## config.mk

```make
export PLATFORM = sky130hd
export DESIGN_NAME = text_select_overlay
export DESIGN_NICKNAME = d
export VERILOG_FILES = /design/src/rtl/text_overlay_pkg.sv /design/src/rtl/text_blink_fsm.sv /design/src/rtl/text_select_overlay.sv
export SDC_FILE = /design/constraint.sdc
export NUM_CORES = 1
export LEC_CHECK = 0
export ABC_AREA = 1
export CAP_MARGIN = 20
export CORE_AREA = 10 10 69 71
export DETAILED_ROUTE_END_ITERATION = 8
export DIE_AREA = 0 0 79 81
export PLACE_DENSITY = 0.82
export SLEW_MARGIN = 10
export SYNTH_ARGS = -nofsm -noshare
export SYNTH_HDL_FRONTEND = slang
export SYNTH_HIERARCHICAL = 1
export SYNTH_SLANG_ARGS = --single-unit
```

## constraint.sdc

```tcl
create_clock -name Clk -period 1.1 [get_ports Clk]
set_input_delay 0.165 -clock Clk [delete_from_list [all_inputs] [get_ports Clk]]
set_output_delay 0.165 -clock Clk [all_outputs]
set_load 0.05 [all_outputs]
```

## src/rtl/text_overlay_pkg.sv

```systemverilog
// ============================================================================
//  Module      : text_overlay_pkg
//  Description : Shared types and constants for the text overlay blocks.
//                It holds the glyph ROM geometry, the default transparent
//                colour code and the menu visibility/blink state encoding.
//  Revision    : 1.0  initial release
// ============================================================================
`default_nettype none

package text_overlay_pkg;

  // Geometry of the "SELECT" glyph ROM, shared with the text ROMs.
  localparam int GLYPH_W = 42;
  localparam int GLYPH_H = 38;

  // Default placement and blink rate of the text box.
  localparam int DEF_TEXT_X       = 299;
  localparam int DEF_TEXT_Y       = 200;
  localparam int DEF_BLINK_FRAMES = 30;

  // ROM colour code that is rendered as "no pixel".
  localparam logic [5:0] TRANSPARENT_CODE_DEF = 6'h00;

  // Menu visibility / blink states.
  typedef enum logic [1:0] {
    HIDDEN    = 2'd0,
    STEADY    = 2'd1,
    BLINK_ON  = 2'd2,
    BLINK_OFF = 2'd3
  } blink_state_e;

  // A state shows the text when it is steady or in the lit blink phase.
  function automatic logic state_visible(input blink_state_e s);
    return (s == STEADY) || (s == BLINK_ON);
  endfunction

endpackage

`default_nettype wire

```

## src/rtl/text_blink_fsm.sv

```systemverilog
// ============================================================================
//  Module      : text_blink_fsm
//  Description : Frame-locked menu visibility state machine. State and the
//                blink frame counter change only on FrameStart, so the text
//                can never change appearance part way through a frame.
//  Revision    : 1.0  initial release
// ============================================================================
`default_nettype none

module text_blink_fsm
  import text_overlay_pkg::*;
#(
  parameter int BLINK_FRAMES = DEF_BLINK_FRAMES
) (
  input  logic Clk,
  input  logic Reset_n,
  input  logic FrameStart,
  input  logic Show,
  input  logic Selected,
  output logic Visible
);

  // Counter value on which the blink phase flips.
  localparam logic [5:0] LAST_FRAME = 6'(BLINK_FRAMES - 1);

  blink_state_e state_q;
  logic [5:0]   cnt_q;
  logic         visible_q;

  // Frame-rate state update; visible_q tracks the state being entered.
  always_ff @(posedge Clk) begin
    if (!Reset_n) begin
      state_q   <= HIDDEN;
      cnt_q     <= 6'd0;
      visible_q <= 1'b0;
    end else if (FrameStart) begin
      if (!Show) begin
        state_q   <= HIDDEN;
        cnt_q     <= 6'd0;
        visible_q <= 1'b0;
      end else if (!Selected) begin
        state_q   <= STEADY;
        cnt_q     <= 6'd0;
        visible_q <= 1'b1;
      end else begin
        case (state_q)
          BLINK_ON, BLINK_OFF: begin
            if (cnt_q == LAST_FRAME) begin
              state_q   <= (state_q == BLINK_ON) ? BLINK_OFF : BLINK_ON;
              cnt_q     <= 6'd0;
              visible_q <= state_visible((state_q == BLINK_ON) ? BLINK_OFF : BLINK_ON);
            end else begin
              cnt_q <= cnt_q + 6'd1;
            end
          end
          default: begin
            // Newly highlighted item starts in the lit phase.
            state_q   <= BLINK_ON;
            cnt_q     <= 6'd0;
            visible_q <= 1'b1;
          end
        endcase
      end
    end
  end

  assign Visible = visible_q;

endmodule

`default_nettype wire

```

## src/rtl/text_select_overlay.sv

```systemverilog
// ============================================================================
//  Module      : text_select_overlay
//  Description : Wrapper stage around the 42x38 "SELECT" glyph ROM. Stage 1
//                maps the raster position to ROM addresses, stage 2 turns
//                the returned colour code into a registered pixel + valid.
//                DrawX/DrawY to PixelValid/PixelData latency is 2 clocks.
//                Optional macro TEXT_OVERLAY_SCALE2_EN doubles the box size,
//                each ROM pixel covering 2x2 screen pixels.
//  Revision    : 1.0  initial release
// ============================================================================
`default_nettype none

module text_select_overlay
  import text_overlay_pkg::*;
#(
  parameter int         TEXT_X           = DEF_TEXT_X,
  parameter int         TEXT_Y           = DEF_TEXT_Y,
  parameter int         TEXT_W           = GLYPH_W,
  parameter int         TEXT_H           = GLYPH_H,
  parameter int         BLINK_FRAMES     = DEF_BLINK_FRAMES,
  parameter logic [5:0] TRANSPARENT_CODE = TRANSPARENT_CODE_DEF
) (
  input  logic       Clk,
  input  logic       Reset_n,
  input  logic [9:0] DrawX,
  input  logic [9:0] DrawY,
  input  logic       FrameStart,
  input  logic       Show,
  input  logic       Selected,
  output logic [5:0] RomPixelX,
  output logic [5:0] RomPixelY,
  input  logic [5:0] RomData,
  output logic       PixelValid,
  output logic [5:0] PixelData
);

`ifdef TEXT_OVERLAY_SCALE2_EN
  localparam int SCALE_SHIFT = 1;
`else
  localparam int SCALE_SHIFT = 0;
`endif

  // Box bounds in screen pixels: inclusive low edge, exclusive high edge.
  localparam logic [9:0]  X_LO = 10'(TEXT_X);
  localparam logic [9:0]  Y_LO = 10'(TEXT_Y);
  localparam logic [10:0] X_HI = 11'(TEXT_X + (TEXT_W << SCALE_SHIFT));
  localparam logic [10:0] Y_HI = 11'(TEXT_Y + (TEXT_H << SCALE_SHIFT));

  logic       visible;
  logic       in_box;
  logic [5:0] rom_x_d, rom_x_q;
  logic [5:0] rom_y_d, rom_y_q;
  logic       in_box_q;
  logic       pix_valid_d, pix_valid_q;
  logic [5:0] pix_data_d, pix_data_q;

  text_blink_fsm #(
    .BLINK_FRAMES (BLINK_FRAMES)
  ) u_blink (
    .Clk        (Clk),
    .Reset_n    (Reset_n),
    .FrameStart (FrameStart),
    .Show       (Show),
    .Selected   (Selected),
    .Visible    (visible)
  );

  // Stage 1 next-state: box test and box-relative ROM address.
  always_comb begin
    in_box  = (DrawX >= X_LO) && ({1'b0, DrawX} < X_HI) &&
              (DrawY >= Y_LO) && ({1'b0, DrawY} < Y_HI);
    rom_x_d = 6'd0;
    rom_y_d = 6'd0;
    if (in_box) begin
      rom_x_d = 6'((DrawX - X_LO) >> SCALE_SHIFT);
      rom_y_d = 6'((DrawY - Y_LO) >> SCALE_SHIFT);
    end
  end

  // Stage 2 next-state: opaque, visible, in-box pixels only.
  always_comb begin
    pix_valid_d = in_box_q && visible && (RomData != TRANSPARENT_CODE);
    pix_data_d  = pix_valid_d ? RomData : 6'd0;
  end

  // Pipeline registers for both stages.
  always_ff @(posedge Clk) begin
    if (!Reset_n) begin
      rom_x_q     <= 6'd0;
      rom_y_q     <= 6'd0;
      in_box_q    <= 1'b0;
      pix_valid_q <= 1'b0;
      pix_data_q  <= 6'd0;
    end else begin
      rom_x_q     <= rom_x_d;
      rom_y_q     <= rom_y_d;
      in_box_q    <= in_box;
      pix_valid_q <= pix_valid_d;
      pix_data_q  <= pix_data_d;
    end
  end

  assign RomPixelX  = rom_x_q;
  assign RomPixelY  = rom_y_q;
  assign PixelValid = pix_valid_q;
  assign PixelData  = pix_data_q;

endmodule

`default_nettype wire
```

### Yosys cells after proc, flatten, opt, wreduce, memory -nomap -nowiden

Cells that the tools add are included.

* output and inout port bits: 19
* logic and storage cells: 45
* register bits: 29

* eq/ne operators: 6
* reduce and logical (&&, ||, !) cells: 11
* add/subtract/negate cells: 3
* multiplexer cells: 13
* order comparisons: 4

Operator list (count)
* $mux W6: 4
* $ge A10 B8 Y1 const B: 1
* $ge A10 B9 Y1 const B: 1
* $lt A10 B8 Y1 const B: 1
* $lt A10 B9 Y1 const B: 1
* $mux W2: 4
* $add A6 B1 Y6 const B: 1
* $eq A2 B2 Y1 const B: 3
* $eq A6 B5 Y1 const B: 1
* $reduce_and A2 Y1: 3
* $reduce_bool A6 Y1: 1
* $sub A6 B4 Y6 const B: 1
* $sub A6 B6 Y6 const B: 1
* $logic_and A1 B1 Y1: 5
* $mux W1: 5
* $ne A4 B3 Y1 const B: 1
* $eq A2 B1 Y1 const B: 1
* $reduce_or A2 Y1: 1
* $logic_or A1 B1 Y1: 1

### Logic depth before layout (Yosys ltp)

Gate-level depths: netlist (run 1).

* depth after elaboration: 8
* depth in mapped cells: 9

### Cells and area by module

Netlist (run 1), hierarchy kept.

Modules (own cells, without submodules)
* text_select_overlay: seq. area each 400.4 um^2, cells an instance 112, area each 863.3 um^2, times used 1
* text_blink_fsm: seq. area each 180.2 um^2, cells an instance 58, area each 432.9 um^2, times used 1

### Worst setup path after synthesis (run 1)

OpenSTA, ideal clock, no wires.

* path type: input-to-reg
* from: input DrawX[0]
* to: register rom_x_q[2] (netlist: RomPixelX[2])
* slack: -0.016 ns
* data arrival time: 1.000 ns
* library setup time: 0.116 ns
* stages: 8
* cells stage by stage: ha_1 > o21ai_1 > nand2_1 > nand2_1 > nand2_1 > nand3_2 > buf_6 > nor2_2

* cells in the longest elaborated chain, start to end: 5
* elaborated cells between the ends (all ways): 7
* classes of those cells: 1 x add/sub; 2 x order compare; 4 x reduce/logical

Ends and longest elaborated chain
* from (decl): RTL line text_select_overlay.sv:25 `input logic [9:0] DrawX,`
* $ge A10 B9 Y1 / $lt A10 B9 Y1 (equally long branches): RTL line text_select_overlay.sv:70 `in_box = (DrawX >= X_LO) && ({1'b0, DrawX} < X_HI) &&`
* $logic_and A1 B1 Y1 (2 in series): RTL line text_select_overlay.sv:70
* $logic_and A1 B1 Y1: RTL line text_select_overlay.sv:71 `(DrawY >= Y_LO) && ({1'b0, DrawY} < Y_HI);`
* $reduce_and A2 Y1 (no source line)
* to (signal assigned): RTL line text_select_overlay.sv:95 `rom_x_q <= rom_x_d;`
* to (decl): RTL line text_select_overlay.sv:51 `logic [5:0] rom_x_d, rom_x_q;`

Several ways; a longest one is shown, not always the timed one.
A chain may end at the register's enable or synchronous reset.

### Worst setup path in the final report (run 1)

* from: register u_blink.cnt_q[1]
* to: register u_blink.cnt_q[1]

* cells in the longest elaborated chain, start to end: 5
* elaborated cells between the ends (all ways): 6
* classes of those cells: 1 x add/sub; 1 x eq/ne; 4 x mux

Ends and longest elaborated chain
* from (decl): RTL line text_blink_fsm.sv:27 `logic [5:0] cnt_q;`
* from (signal assigned): RTL line text_blink_fsm.sv:53 `cnt_q <= cnt_q + 6'd1;`
* $add A6 B1 Y6 / $eq A6 B5 Y1 (equally long branches): RTL line text_blink_fsm.sv:53, text_blink_fsm.sv:48
* $mux W6 *: RTL line text_blink_fsm.sv:48 `if (cnt_q == LAST_FRAME) begin`
* $mux W6 *: RTL line text_blink_fsm.sv:46 `case (state_q)`
* $mux W6 *: RTL line text_blink_fsm.sv:41 `end else if (!Selected) begin`
* $mux W6 *: RTL line text_blink_fsm.sv:37 `if (!Show) begin`

Mark *: on every way between the ends. The rest lies on a longest branch, timed or not.

==> run summary, run 1 <==
status -> finished, violations left
failing checks -> setup timing
sequential fraction of the synthesis area -> 44.8%
DRC violation total after the first TritonRoute iteration -> 42
Worst Max-Slew Pin Slew -> 0.290 ns
share of cells above drive strength 1 -> 34.3%
worst r2r path cells -> 7
Clock Tree Buf Depth -> 2
EDFF count, synth -> 0
multiplexer area fraction after synthesis -> 0%
Cell Area, Synth -> 1300 um2
clk root buf -> clkbuf_4
CP startpoint kind -> flip-flop
postcts setup bufs -> 0
worst min-delay path category -> input port to flip-flop
Mapped Avg Cell Area -> 7.62 um2
antenna violations before repair -> 0
ys flop type -> dfxtp_1
Rows -> 22
Via density -> 4.28
clock sink count -> 29
post-synthesis compound-gate area fraction -> 4.92%
Port Buf Inserts -> 49
r2r setup slk -> -0.04 ns
vias in the first global route -> 1238
Total Power -> 2.08 mW
Psw -> 0.517 mW
clk slew on worst S/H paths -> 0.08 ns
Leak -> 1.13 nW
Gate Count Post-Synth -> 170
Final #Nets -> 284
Post-route DRC -> 0
Initial Util -> 36.8%
internal power -> 1.56 mW
clock latency on the worst-skew pair -> 0.33 ns
DR vias -> 1267
worst-path fanout max -> 6
Ys Warns -> 6
hold endpoint -> RomPixelX[0]
MaxCap Viol Count -> 0
HP Start -> DrawX[0]
setup_tns -> -0.223 ns
GRT Util Overall -> 11.0%
clock skew -> 0.0129 ns
Achievable Freq -> 0.877 GHz
htree depth -> 2
diode count -> 0
Core Area -> 3520 um2
CP startpoint -> u_blink/cnt_q[1]
Area growth, synth to finish -> 83.4%
Async SR Flop Fraction -> 0%
Die Span Y -> 81 um
RSZ-0062 raised after global routing -> yes
Congestion Overflow GR -> 0
TritonCTS Buffers -> 5
power density over the cells -> 874 nW/um2
Synth Area in Adders -> 4.83%
Die W -> 79 um
CP arrival -> 1.36 ns
WS Path Type -> flip-flop to flip-flop
DR WL/cell -> 11.6 um
Antenna Violating Nets Remaining -> 0
Net Sw Frac -> 24.9%
final hold vios -> 0
worst relative slew slack -> 80.5%
Hold-fix buffers, CTS -> 0
TritonCTS clock tree -> yes
post-layout min period -> 1.14 ns
setup ws final -> -0.0408 ns
die area -> 6400 um2
fin. max-slew vios -> 0
Post-Synth Simple-Gate Area -> 30.4%
Critical R2R Capture -> u_blink/cnt_q[1]
hold path cells -> 2
global-route wire length before repair -> 5440 um
TritonRoute pass-1 iters -> 4
peak supply drop -> 0.489 mV
Routability Congestion -> 0.772
I/O pin count -> 50
Worst R2R Start -> u_blink/cnt_q[1]
Worst EP required -> 1.32 ns
dpl cells -> 289
Synth cell types -> 23
XOR/XNOR Fraction of Synth Area -> 5.41%
Comb power frac -> 17.1%
clock group share of total power -> 31.4%
placed wire-length estimate -> 2770 um
Routed WL -> 3430 um
Layout Cells excl Fill -> 296
largest net degree at the start of global routing -> 12
FF+latch count, synth -> 29
main combinational cell family by area after synthesis -> simple AND/OR/NAND/NOR gates
Setup Viol. Count Final -> 7
Seq pwr share -> 51.5%
Net Count, Synth -> 206
Final Cycle Share -> 104%
endpoint type of the worst setup path -> flip-flop
placed cells by master, fill, tap and decap left out:
master / n
nand2_1: 29
dfxtp_1: 27
nor2_1: 24
inv_1: 22
buf_4: 22
buf_12: 21
clkdlybuf4s50_1: 16
nor2_2: 11
nand3_1: 7
dlymetal6s2s_1: 7
inv_2: 6
dlygate4sd2_1: 6
xor2_1: 5
clkbuf_4: 5
nor2_4: 3
nand2_2: 3
nand4_1: 3
xnor2_1: 3
ha_1: 3
a21oi_1: 3
o21ai_0: 3
a21oi_2: 2
o21ai_1: 2
nand3_4: 2
clkinv_1: 1
or2_4: 1
o21ai_2: 1
nor3b_2: 1
ha_2: 1
clkbuf_1: 1
clkbuf_8: 1
clkdlybuf4s15_1: 1
o21ai_4: 1
nand2_4: 1
ha_4: 1
dfxtp_4: 1
dfxtp_2: 1
cells by family after synthesis:
kind of cell | Yosys count
and+or+nand+nor | 85
buffers and inverters | 31
DFF | 29
AOI/OAI and AO/OA | 12
xor gates and xnor gates | 8
adders and majority gates | 5
metal layers:
metal / up-vias / part of all wire [%] / global-route usage [%]
li1: 670 / - / -
met1: 560 / 37 / 9.58
met2: 33 / 56 / 20.5
met3: 4 / 5.8 / 4.86
met4: 0 / 1.5 / 6.45
met5: - / 0 / 0
Yosys cell counts, types with 4 or more instances:
library cell / n / area share (%)
nor2_1: 26 / 7.5
nand3_1: 8 / 3.1
ha_1: 5 / 4.8
inv_1: 24 / 7.0
nand2_1: 31 / 9.0
a21oi_1: 5 / 1.9
dfxtp_1: 29 / 45
inv_2: 4 / 1.2
nor2_2: 10 / 4.8
xor2_1: 5 / 3.4
registers in the layout, summed over array words and instances, names as in the netlist:
signal	count
PixelValid	1
RomPixelY	6
RomPixelX	6
PixelData	6
u_blink/cnt_q	6
u_blink/Visible	1
u_blink/state_q	2
in_box_q	1
worst max-delay path: stages (launching register included):
cell,delay [ns]
dfxtp_2,0.33
inv_2,0.06
ha_4,0.14
nand3_4,0.08
o21ai_4,0.20
nand2_2,0.09
nand2_4,0.10
nor2_1,0.05
repair_timing:
item / in CTS / in global routing
gates resized for setup: 21 / 15
pin swaps: 10 / 7
hold endpoints to repair: 0 / 0
setup endpoints to repair: 21 / 21
worst max path at each step:
stage | endpoint | slack, ns | cells past startpoint
floorplan | u_blink/cnt_q[0] | 0.0008 | 7
global placement | RomPixelX[0] | -0.52 | 10
detailed placement | RomPixelX[0] | -0.56 | 10
CTS | u_blink/cnt_q[1] | -0.03 | 7
global route | u_blink/cnt_q[4] | -0.12 | 7
finish | u_blink/cnt_q[1] | -0.04 | 7
final cells by class:
cell class                 instances  area, um2
clock buffer                       7       55.1
fill                             315       1150
inverter                          29        109
multi-input combinational        110        672
sequential                        29        586
tap                               48       60.1
timing repair buffer              73        896
per-stage QoR:
step | hold slack, ns | cell area, um2 | worst slack [ns] | util [%]
2_1_floorplan | 0.232 | 1300 | 0.000846 | -
3_3_place_gp | 0.475 | 2230 | -0.515 | 63.3
3_5_place_dp | 0.478 | 2230 | -0.558 | 63.3
4_1_cts | 0.163 | 2340 | -0.0282 | 66.3
5_1_grt | 0.134 | 2380 | -0.119 | 67.5
6_report | 0.144 | 2380 | -0.0408 | 67.5
power by group through the flow:
stage	registers [mW]	logic, mW	clock network [mW]
5_1_grt	1.07	0.395	0.727
4_1_cts	1.07	0.350	0.678
3_3_place_gp	1.09	0.334	0
2_1_floorplan	1.10	0.127	0
6_report	1.07	0.355	0.653
3_5_place_dp	1.09	0.343	0
Power figures use the tool's default switching activity.
==> run 2, diff against run 1 <==
CORE_AREA = 10 10 80 62   (was 10 10 69 71)
DIE_AREA = 0 0 90 72   (was 0 0 79 81)
PLACE_DENSITY = 0.81   (was 0.82)
clock period = 0.9 ns   (was 1.1 ns; I/O delays follow)
==> run summary, run 2 (synthesis gave the netlist of run 1 again) <==
status -> finished, violations left
Die W -> 90 um (+14%)
commonest non-fill, non-tap cell in the layout -> buf_4
post-layout min period -> 1.10 ns (-0.0359 ns)
Final Cell Area -> 2510 um2 (+5.7%)
clock sink count -> 29 (unchanged)
RSZ-0062 raised after global routing -> yes
antenna violations before repair -> 0 (unchanged)
Total Power -> 2.88 mW (+38%)
Worst Max-Slew Pin Slew -> 0.297 ns (+0.00701 ns)
worst relative slew slack -> 80.1% (-0.40 points)
Achievable Freq -> 0.905 GHz (+3.3%)
DR vias -> 1320 (+4.2%)
share of cells above drive strength 1 -> 53.3% (+19 points)
worst-path fanout max -> 6 (unchanged)
Leak -> 1.14 nW (+1.0%)
Congestion Overflow GR -> 0 (unchanged)
worst min-delay path category -> input port to flip-flop
hold path cells -> 3 (+1)
ordered cell list for the critical path -> inv_2 -> ha_4 -> nand3_4 -> o21ai_4 -> nand2_2 -> nand2_4 -> nor2_1
hold endpoint -> RomPixelX[0]
Clock Tree Buf Depth -> 2 (unchanged)
Hold-fix buffers, CTS -> 0 (unchanged)
Port Buf Inserts -> 49 (unchanged)
Routability Congestion -> 0.839 (+8.7%)
TritonCTS Buffers -> 5 (unchanged)
Worst path top cell family by delay -> flip-flops
I/O pin count -> 50 (unchanged)
Post-Place Cell Area -> 2320 um2 (+4.0%)
diode count -> 0 (unchanged)
die area -> 6480 um2 (+1.3%)
Core Area -> 3400 um2 (-3.5%)
TritonRoute pass-1 iters -> 4 (unchanged)
Slowest-stage cell, CP -> dfxtp_2
Rows -> 18 (-18%)
vias in the first global route -> 1395 (+13%)
largest net degree at the start of global routing -> 9 (-3)
Via density -> 4.33 (+1.1%)
Initial Util -> 38.1% (+1.3 points)
MaxCap Viol Count -> 0 (unchanged)
TritonCTS clock tree -> yes
clock latency on the worst-skew pair -> 0.28 ns (-0.05 ns)
CP startpoint -> u_blink/cnt_q[1]
peak supply drop -> 0.674 mV (+38%)
dpl cells -> 297 (+2.8%)
global-route wire length before repair -> 5970 um (+9.6%)
Setup Viol. Count Final -> 15 (+8)
fin. max-slew vios -> 0 (unchanged)
CP startpoint kind -> flip-flop
clock skew -> 0.00609 ns (-0.00681 ns)
HP Start -> DrawX[0]
Buf/Inv on CP -> 1 (unchanged)
DR WL/cell -> 12.7 um (+9.9%)
Antenna Violating Nets Remaining -> 0 (unchanged)
final hold vios -> 0 (unchanged)
commonest cells after routing, fill and taps aside -> 29 x buf_4, 25 x nand2_1, 22 x dfxtp_2, 22 x nor2_1, 22 x buf_12
Place WS -> -0.748 ns (-0.190 ns)
Worst R2R Start -> u_blink/cnt_q[1]
htree depth -> 2 (unchanged)
Final #Nets -> 291 (+2.5%)
clk slew on worst S/H paths -> 0.06 ns (-0.02 ns)
WS Path Type -> flip-flop to flip-flop
Worst EP required -> 1.07 ns (-0.25 ns)
slowest stage delay, CP -> 0.32 ns (about the same)
endpoint type of the worst setup path -> flip-flop
placed wire-length estimate -> 2860 um (+3.0%)
worst r2r path cells -> 7 (unchanged)
Routed WL -> 3880 um (+13%)
Layout Cells excl Fill -> 305 (+3.0%)
power density over the cells -> 1140 nW/um2 (+31%)
Critical R2R Capture -> u_blink/cnt_q[0]
CP arrival -> 1.28 ns (-0.08 ns)
Die Span Y -> 72 um (-11%)
Final Cycle Share -> 123% (+19 points)
failing checks -> setup timing
DRC violation total after the first TritonRoute iteration -> 50 (+19%)
clk root buf -> clkbuf_8
setup ws final -> -0.205 ns (-0.164 ns)
Area growth, synth to finish -> 93.9%
GRT Util Overall -> 11.4% (+0.40 points)
Post-route DRC -> 0 (unchanged)
r2r setup slk -> -0.20 ns (-0.16 ns)
## run 2: cell count changes in the layout (fill, tap and decap cells not counted), sizes merged, moves of 2 or more
cell,delta
buf,+10
clkbuf,+9
clkdlybuf4s15,+2
clkdlybuf4s50,-7
dlymetal6s2s,-6
## run 2: metrics by stage
stage	utilization, %	hold WS (ns)	TNS [ns]
final	73.9	0.107	-1.63
after global placement	68.2	0.488	-15.05
after floorplan	-	0.202	-2.23
after CTS	71.9	0.0614	-2.52
after detailed placement	68.2	0.488	-15.73
after global routing	73.9	0.111	-2.60
## run 2: routing by layer
metal	routed length [um]	up-vias	GRT usage [%]
met5	0	-	0
met4	94	0	6.87
met3	235	11	4.93
met2	2090	34	20.3
met1	1460	595	10.9
li1	-	680	-
## run 2: worst max path at each step
stage	to	slack, ns	depth (start not counted)
after global routing	u_blink/cnt_q[0]	-0.26	7
after CTS	u_blink/cnt_q[1]	-0.22	7
after floorplan	u_blink/cnt_q[1]	-0.20	7
final	u_blink/cnt_q[0]	-0.20	7
after detailed placement	RomPixelX[0]	-0.75	10
after global placement	RomPixelX[0]	-0.72	10
## run 2: power by group
group / leakage [nW] / internal, mW / switching, mW / total, mW
combinational: 0.848 / 0.253 / 0.227 / 0.480
sequential: 0.246 / 1.30 / 0.0113 / 1.31
clock: 0.0443 / 0.605 / 0.478 / 1.08
## run 2: final cells by class
type / instances / area (um2)
Clock buffer: 7 / 86.3
Fill cell: 234 / 887
Inverter: 29 / 116
Multi-Input combinational cell: 110 / 741
Sequential cell: 29 / 608
Tap cell: 50 / 62.6
Timing Repair Buffer: 80 / 900
## run 2: timing repair
| item | 4_1_cts | 5_1_grt |
|---|---|---|
| setup buffers | 0 | 1 |
| gates resized for setup | 60 | 50 |
| setup endpoints to repair | 47 | 45 |
| pin swaps | 24 | 23 |
## run 2: worst min-delay path, delay by kind of cell
family / cells / cell delay [ns]
and+or+nand+nor: 1 / 0.03
buffers and inverters: 2 / 0.20
==> run 3, diff against run 2 <==
SKIP_CTS_REPAIR_TIMING = 1   (was default)
==> run summary, run 3 (synthesis gave the netlist of run 1 again) <==
status -> finished, violations left
failing checks -> setup timing
DR WL/cell -> 13.1 um (+2.7%)
die area -> 6480 um2 (unchanged)
Final Cell Area -> 2580 um2 (+2.7%)
clock latency on the worst-skew pair -> 0.28 ns (about the same)
Critical R2R Capture -> u_blink/cnt_q[1]
Post-Place Cell Area -> 2320 um2 (unchanged)
Post-route DRC -> 0 (unchanged)
GRT Util Overall -> 10.7% (-0.69 points)
Via density -> 4.38 (+1.2%)
setup ws final -> -0.208 ns (-0.00270 ns)
Antenna Violating Nets Remaining -> 0 (unchanged)
I/O pin count -> 50 (unchanged)
Worst Max-Slew Pin Slew -> 0.295 ns (-0.00225 ns)
commonest cells after routing, fill and taps aside -> 29 x buf_4, 26 x nand2_1, 22 x dfxtp_2, 22 x nor2_1, 21 x buf_12
TritonRoute pass-1 iters -> 4 (unchanged)
worst min-delay path category -> input port to flip-flop
worst hold slack -> 0.0143 ns (-0.0928 ns)
peak supply drop -> 0.685 mV (+1.6%)
RSZ-0062 raised after global routing -> yes
post-layout min period -> 1.11 ns (+0.00270 ns)
worst-path fanout max -> 6 (unchanged)
global-route wire length before repair -> 5610 um (-6.0%)
CP startpoint kind -> flip-flop
MaxCap Viol Count -> 0 (unchanged)
WS Path Type -> flip-flop to flip-flop
hold endpoint -> RomPixelX[0]
fill cell count -> 217 (-7.3%)
HP Start -> DrawX[0]
Die W -> 90 um (unchanged)
worst relative slew slack -> 80.3% (+0.15 points)
placed wire-length estimate -> 2860 um (unchanged)
Worst R2R Start -> u_blink/cnt_q[1]
Rows -> 18 (unchanged)
Leak -> 1.24 nW (+8.6%)
hold path cells -> 2 (-1)
htree depth -> 2 (unchanged)
TritonCTS Buffers -> 5 (unchanged)
clk slew on worst S/H paths -> 0.06 ns (about the same)
final hold vios -> 0 (unchanged)
largest net degree at the start of global routing -> 9 (unchanged)
Final #Nets -> 290 (-0.34%)
Die Span Y -> 72 um (unchanged)
Final Cycle Share -> 123% (+0.30 points)
Setup Viol. Count Final -> 21 (+6)
diode count -> 0 (unchanged)
vias in the first global route -> 1330 (-4.7%)
CP startpoint -> u_blink/cnt_q[1]
Port Buf Inserts -> 49 (unchanged)
endpoint type of the worst setup path -> flip-flop
fin. max-slew vios -> 0 (unchanged)
clock sink count -> 29 (unchanged)
worst r2r path cells -> 7 (unchanged)
Congestion Overflow GR -> 0 (unchanged)
slowest stage delay, CP -> 0.32 ns (about the same)
Initial Util -> 38.1% (unchanged)
post-layout util -> 75.9% (+2.0 points)
r2r setup slk -> -0.21 ns (about the same)
Worst EP required -> 1.07 ns (about the same)
commonest non-fill, non-tap cell in the layout -> buf_4
Achievable Freq -> 0.903 GHz (-0.24%)
Routed WL -> 3970 um (+2.4%)
clk root buf -> clkbuf_8
DRC violation total after the first TritonRoute iteration -> 58 (+16%)
share of cells above drive strength 1 -> 51.2% (-2.2 points)
ordered cell list for the critical path -> inv_2 -> ha_4 -> nand3_4 -> o21ai_4 -> nand2_2 -> nand2_4 -> nor2_1
Routability Congestion -> 0.839 (unchanged)
Area growth, synth to finish -> 99.2%
antenna violations before repair -> 0 (unchanged)
Core Area -> 3400 um2 (unchanged)
Slowest-stage cell, CP -> dfxtp_2
clock skew -> 0.00237 ns (-0.00372 ns)
CP arrival -> 1.27 ns (about the same)
Clock Tree Buf Depth -> 2 (unchanged)
TritonCTS clock tree -> yes
power density over the cells -> 1110 nW/um2 (-2.8%)
DR vias -> 1331 (+0.83%)
[run 3: area by class of cell]
cell class	instances	area, um2	area share, %
inverter	29	111	4.31
sequential	29	608	23.5
clock buffer	7	86.3	3.34
tap	50	62.6	2.42
multi-input combinational	110	756	29.3
timing repair buffer	79	958	37.1
[run 3: worst max-delay path by stage]
stage	to	slack (ns)	depth (start not counted)
final	u_blink/cnt_q[1]	-0.21	7
after CTS	RomPixelX[0]	-0.45	10
after global routing	u_blink/cnt_q[2]	-0.27	7
after global placement	RomPixelX[0]	-0.72	10
after detailed placement	RomPixelX[0]	-0.75	10
after floorplan	u_blink/cnt_q[1]	-0.20	7
[run 3: layer usage]
layer  part of all wire (%)  up-vias  track usage [%]  wire, um
met5                      0        -                0         0
met4                    2.3        0             5.81        92
met3                    5.1        9             4.73       203
met2                     55       32             19.2      2170
met1                     38      610             10.3      1500
li1                       -      680                -         -
[run 3: metrics by stage]
stage / TNS, ns / std cells / setup WS (ns) / power (mW)
floorplan: -2.23 / 170 / -0.198 / 1.51
global placement: -15.05 / 297 / -0.719 / 1.77
detailed placement: -15.73 / 297 / -0.748 / 1.78
CTS: -8.96 / 304 / -0.450 / 2.86
global route: -2.80 / 304 / -0.269 / 2.99
finish: -1.93 / 304 / -0.208 / 2.87
[run 3: power by group]
group	internal (mW)	switching (mW)	total, mW
registers	1.30	0.0115	1.31
clock network	0.605	0.459	1.06
logic	0.267	0.228	0.495
[run 3: worst max-delay path: cells and delay by family, from the launching register on]
family	cells	cell delay, ns
AO/OA/AOI/OAI	1	0.18
AND/OR/NAND/NOR	4	0.30
adder cells (fa/ha/maj)	1	0.13
buffers and inverters	1	0.06
flip-flops	1	0.32
